[config.mk]
export PLATFORM = sky130hd
export DESIGN_NAME = mem_port_arbiter
export DESIGN_NICKNAME = d
export VERILOG_FILES = /design/src/rtl/mem_port_arbiter_pkg.sv /design/src/rtl/mem_port_arbiter_tag_pipe.sv /design/src/rtl/mem_port_arbiter.sv
export SDC_FILE = /design/constraint.sdc
export NUM_CORES = 1
export LEC_CHECK = 0
export ABC_AREA = 1
export CAP_MARGIN = 30
export CORE_AREA = 2 2 107 109
export CTS_CLUSTER_SIZE = 20
export DETAILED_ROUTE_END_ITERATION = 7
export DIE_AREA = 0 0 109 111
export MAX_ROUTING_LAYER = met4
export PLACE_DENSITY = 0.85
export RECOVER_POWER = 100
export SLEW_MARGIN = 20
export SYNTH_ARGS = -nofsm -noshare
export SYNTH_HDL_FRONTEND = slang
export SYNTH_SLANG_ARGS = --single-unit
[constraint.sdc]
create_clock -name clk -period 1.35 [get_ports clk]
set_input_delay 0.27 -clock clk [delete_from_list [all_inputs] [get_ports clk]]
set_output_delay 0.27 -clock clk [all_outputs]
set_load 0.02 [all_outputs]
[src/rtl/mem_port_arbiter_pkg.sv]
// mem_port_arbiter_pkg: owner/access-size encodings and the read-latency range check shared by the arbiter.
package mem_port_arbiter_pkg;

    localparam logic OWNER_IF = 1'b0;
    localparam logic OWNER_D  = 1'b1;

    typedef enum logic [1:0] {
        OP_BYTE = 2'b00,
        OP_HALF = 2'b01,
        OP_WORD = 2'b10
    } mem_op_e;

    localparam int RD_LAT_MIN = 1;
    localparam int RD_LAT_MAX = 4;

    function automatic logic rd_lat_ok(input int lat);
        return lat >= RD_LAT_MIN && lat <= RD_LAT_MAX;
    endfunction

endpackage

[src/rtl/mem_port_arbiter_tag_pipe.sv]
// mem_tag_pipe: latency-matched {valid, owner} shift pipeline; kill_if drops every IF tag,
// including one leaving the last stage in the same cycle.
module mem_tag_pipe
    import mem_port_arbiter_pkg::*;
#(
    parameter int DEPTH = 1
) (
    input  logic clk,
    input  logic rst_n,
    input  logic in_valid,
    input  logic in_owner,
    input  logic kill_if,
    output logic out_valid,
    output logic out_owner,
    output logic busy
);

    logic [DEPTH-1:0] valid_q, valid_d;
    logic [DEPTH-1:0] owner_q, owner_d;
    logic [DEPTH-1:0] live;

    always_comb begin
        for (int i = 0; i < DEPTH; i++)
            live[i] = valid_q[i] & ~(kill_if & (owner_q[i] == OWNER_IF));
        valid_d[0] = in_valid;
        owner_d[0] = in_owner;
        for (int i = 1; i < DEPTH; i++) begin
            valid_d[i] = live[i-1];
            owner_d[i] = owner_q[i-1];
        end
    end

    always_ff @(posedge clk or negedge rst_n) begin
        if (!rst_n) begin
            valid_q <= '0;
            owner_q <= '0;
        end else begin
            valid_q <= valid_d;
            owner_q <= owner_d;
        end
    end

    assign out_valid = live[DEPTH-1];
    assign out_owner = owner_q[DEPTH-1];
    assign busy      = |valid_q;

endmodule

[src/rtl/mem_port_arbiter.sv]
// mem_port_arbiter: shares one fixed-latency single-port memory between IF and data requesters.
// Define MEM_ARB_RR_EN to alternate grants on ties instead of fixed data-over-IF priority.
module mem_port_arbiter
    import mem_port_arbiter_pkg::*;
#(
    parameter int RD_LATENCY = 1,
    parameter int ADDR_W     = 32
) (
    input  logic              clk,
    input  logic              rst_n,
    input  logic              if_req,
    input  logic [ADDR_W-1:0] if_addr,
    output logic              if_gnt,
    output logic              if_rvalid,
    output logic [31:0]       if_rdata,
    input  logic              d_req,
    input  logic              d_we,
    input  logic [1:0]        d_op,
    input  logic [ADDR_W-1:0] d_addr,
    input  logic [31:0]       d_wdata,
    output logic              d_gnt,
    output logic              d_rvalid,
    output logic [31:0]       d_rdata,
    input  logic              flush,
    output logic              mem_en,
    output logic              mem_we,
    output logic [1:0]        mem_op,
    output logic [ADDR_W-1:0] mem_addr,
    output logic [31:0]       mem_wdata,
    input  logic [31:0]       mem_rdata,
    output logic              busy
);

    if (!rd_lat_ok(RD_LATENCY)) begin : g_bad_latency
        $error("mem_port_arbiter: RD_LATENCY must be within 1..4");
    end

`ifdef MEM_ARB_RR_EN
    logic last_q, last_d;
    logic tie;

    // A flush-blocked IF is not a contender, so it never moves the pointer.
    always_comb begin
        tie    = d_req & if_req & ~flush;
        d_gnt  = d_req & (~tie | (last_q == OWNER_IF));
        if_gnt = if_req & ~flush & (~d_req | (tie & (last_q == OWNER_D)));
        last_d = d_gnt ? OWNER_D : if_gnt ? OWNER_IF : last_q;
    end

    always_ff @(posedge clk or negedge rst_n) begin
        if (!rst_n) last_q <= OWNER_IF;
        else        last_q <= last_d;
    end
`else
    assign d_gnt  = d_req;
    assign if_gnt = if_req & ~flush & ~d_req;
`endif

    assign mem_en    = d_gnt | if_gnt;
    assign mem_we    = d_gnt & d_we;
    assign mem_op    = d_gnt ? d_op : OP_WORD;
    assign mem_addr  = d_gnt ? d_addr : if_addr;
    assign mem_wdata = d_gnt ? d_wdata : '0;

    logic tag_valid, tag_owner;

    mem_tag_pipe #(.DEPTH(RD_LATENCY)) u_tags (
        .clk      (clk),
        .rst_n    (rst_n),
        .in_valid (mem_en & ~mem_we),
        .in_owner (d_gnt ? OWNER_D : OWNER_IF),
        .kill_if  (flush),
        .out_valid(tag_valid),
        .out_owner(tag_owner),
        .busy     (busy)
    );

    logic [31:0] if_rdata_q, if_rdata_d;
    logic [31:0] d_rdata_q, d_rdata_d;

    always_comb begin
        if_rvalid  = tag_valid & (tag_owner == OWNER_IF);
        d_rvalid   = tag_valid & (tag_owner == OWNER_D);
        if_rdata_d = if_rvalid ? mem_rdata : if_rdata_q;
        d_rdata_d  = d_rvalid ? mem_rdata : d_rdata_q;
    end

    always_ff @(posedge clk or negedge rst_n) begin
        if (!rst_n) begin
            if_rdata_q <= '0;
            d_rdata_q  <= '0;
        end else begin
            if_rdata_q <= if_rdata_d;
            d_rdata_q  <= d_rdata_d;
        end
    end

    assign if_rdata = if_rdata_d;
    assign d_rdata  = d_rdata_d;

endmodule
==> results.txt, run 1 <==
drt total wl -> 16.9 mm
post-layout min period -> 1.84 ns
Ys Warns -> 0
share of cells above drive strength 1 -> 41.7%
Power Internal -> 0.00559 W
Clock Power Share -> 26.6%
fin util -> 67.9%
drt drc -> 0
worst-path fanout max -> 6
GPL Wtd Cong -> 0.890
router iterations before antenna repair -> 4
Non-Filler Instances -> 953
Final Max Slew Viols -> 0
Mapped Cells -> 467
CP required -> 1.08 ns
antenna diode count -> 0
Critical Path Start Type -> register
hpwl dp -> 11.2 mm
# port buffers -> 272
max-cap viol count -> 0
Area Overhead vs Synth -> 124%
failing checks -> negative setup slack
Fillers -> 845
die height -> 111 um
Starting Density -> 30.3%
outcome -> finished, violations left
CTS H-tree lvls -> 3
net count after synthesis -> 603
I/O pin cnt -> 273
initial antenna violation count -> 0
Final ANT Viol Nets -> 0
CTS clock-pin slew for the worst setup and hold paths -> 0.05 ns
final worst setup slack -> -0.492 ns
Final nets -> 942
Fin. Hold Viols -> 0
Hold WC Path Type -> input port to register
clk sink count -> 66
Setup-failing EPs final -> 101
commonest cells after routing, fill and taps aside -> nand2_1 (202), clkdlybuf4s50_1 (130), buf_4 (84), buf_6 (66), dfrtp_1 (64)
critical path endpoint category -> output port
vias in the first global route -> 4337
via/cell ratio -> 4.67
worst skew pair latency -> 0.33 ns
period utilisation layout -> 136%
TritonCTS clock tree -> built
mean post-synth cell area -> 7.18 um2
DRT iter0 DRCs -> 193
Worst EP arrival -> 1.57 ns
Lkg Pwr -> 4.25 nW
CTS root buf -> clkbuf_16
row count -> 39
Setup Skew -> 0.00470 ns
synth top area cells -> dfrtp_1 (49%), nand2_1 (33%), nand4_1 (6.0%), inv_1 (4.0%), buf_2 (2.2%)
final instance area -> 0.00752 mm2
die area -> 0.0121 mm2
pwr/cell area -> 1120 mW/mm2
net load switching power -> 0.00285 W
Slew headroom -> 47.9%
Total Routing Usage GR -> 26.0%
placed cell count -> 896
Worst-Margin Slew -> 0.782 ns
most common cell after layout, fill and taps aside -> nand2_1
total CTS buffers -> 9
dpl cell area -> 0.00655 mm2
Pwr Total -> 0.00844 W
Yosys top cell area share -> 49.3%
DIE WIDTH -> 109 um
pin count of the biggest net entering global routing -> 67
grt total ovfl -> 0
first-pass GRT wire length -> 23.2 mm
cell taking the most area after synthesis -> dfrtp_1
Peak VDD IR -> 0.000783 V
logic gate share of total power -> 44.4%
largest buffer count on any clock path -> 2
Core ar. -> 0.0111 mm2
Synth Register Bits -> 66
max frequency -> 0.543 GHz
cell area after synthesis -> 0.00335 mm2
Hold Worst Slack -> 0.444 ns
sequential-to-total area share from yosys stat -> 49.3%
Unique masters post-synth -> 16
Routed WL per cell -> 17.7 um
RSZ-0062 raised after global routing -> true
Seq pwr share -> 29.0%
routed vias -> 4446
crit path kind -> register to output port
switching share of power -> 33.7%
==> stage by stage <==
stage,setup TNS [ns],worst slack (ns)
2_1_floorplan,0,0.0107
3_3_place_gp,-87.66,-0.955
3_5_place_dp,-90.01,-0.986
4_1_cts,-28.56,-0.484
5_1_grt,-43.27,-0.565
6_report,-36.45,-0.492
==> layout make-up <==
type,count,area (um2),area share [%]
timing repair buffer,360,3410,45.4
multi-input combinational,330,1820,24.2
sequential,66,1650,22.0
clock buffer,14,284,3.77
tap,143,179,2.38
inverter,39,166,2.21
clock inverter,1,7.51,0.0998
==> final timing paths <==
kind	depth (start not counted)	slack, ns	to	startpoint
min in group asynchronous	3	0.57	d_rdata_q[10]	rst_n
max in group asynchronous	3	0.35	u_tags.busy	rst_n
worst max register to register	8	-0.06	if_rdata_q[28]	u_tags.out_owner
worst min-delay path	5	0.44	u_tags.busy	if_req
worst min register to register	2	0.47	d_rdata_q[11]	d_rdata_q[11]
worst max-delay path	7	-0.49	if_rdata[16]	u_tags.out_owner
==> routing by layer <==
| metal | share of wire, % | routed length (um) | GRT usage [%] | vias up |
|---|---|---|---|---|
| met5 | 0 | 0 | - | - |
| met4 | 4.2 | 707 | 11.4 | 0 |
| met3 | 8.0 | 1360 | 7.94 | 54 |
| met2 | 52 | 8780 | 42.4 | 222 |
| met1 | 36 | 6080 | 29.0 | 2078 |
| li1 | - | - | - | 2092 |
==> power by group through the flow <==
stage | clock network (W) | registers [W] | logic (W)
final | 0.00224 | 0.00245 | 0.00375
after CTS | 0.00226 | 0.00244 | 0.00331
after global placement | 0 | 0.00246 | 0.00315
after floorplan | 0 | 0.00244 | 0.00139
after detailed placement | 0 | 0.00247 | 0.00319
after global routing | 0.00236 | 0.00248 | 0.00396
==> cell usage after synthesis (all sizes together) <==
cell    instances
nand3           2
nand4          32
nor2            1
or2             1
buf            25
nand2         293
a21oi           1
inv            38
dfrtp          66
clkinv          1
clkbuf          7
==> sequential cells by signal, indices dropped and copies added (netlist names) <==
signal / count
if_rdata_q: 32
u_tags.busy: 1
u_tags.out_owner: 1
d_rdata_q: 32
==> cell families after synthesis <==
family,count (synthesis),synth area share [%]
flops,66,49.3
buf+inv,71,10.3
simple gates,329,40.3
compound gates,1,0.149
==> critical path, stage by stage (launching register included) <==
cell and delay (ns):
dfrtp_2 0.45, inv_4 0.09, nand3_4 0.13, clkinv_8 0.13, clkbuf_16 0.19, nand2_4 0.05
nand2_2 0.08, buf_6 0.12
==> what timing repair did <==
item / CTS / global route
endpoints found under the setup margin: 132 / 89
buffers inserted: 9 / 25
gates resized for setup: 655 / 116
cloned: 4 / 3
hold endpoints to repair: 66 / 0
pin swaps: 7 / 32
hold buffers: 1 / 0
Note: power is estimated with default switching activity, not from simulation.
==> run 2: changes to the inputs <==
HOLD_SLACK_MARGIN = 0.03   (was not set)
==> results of run 2 <==
Final layout, timing and power as in run 1 (identical DEF).
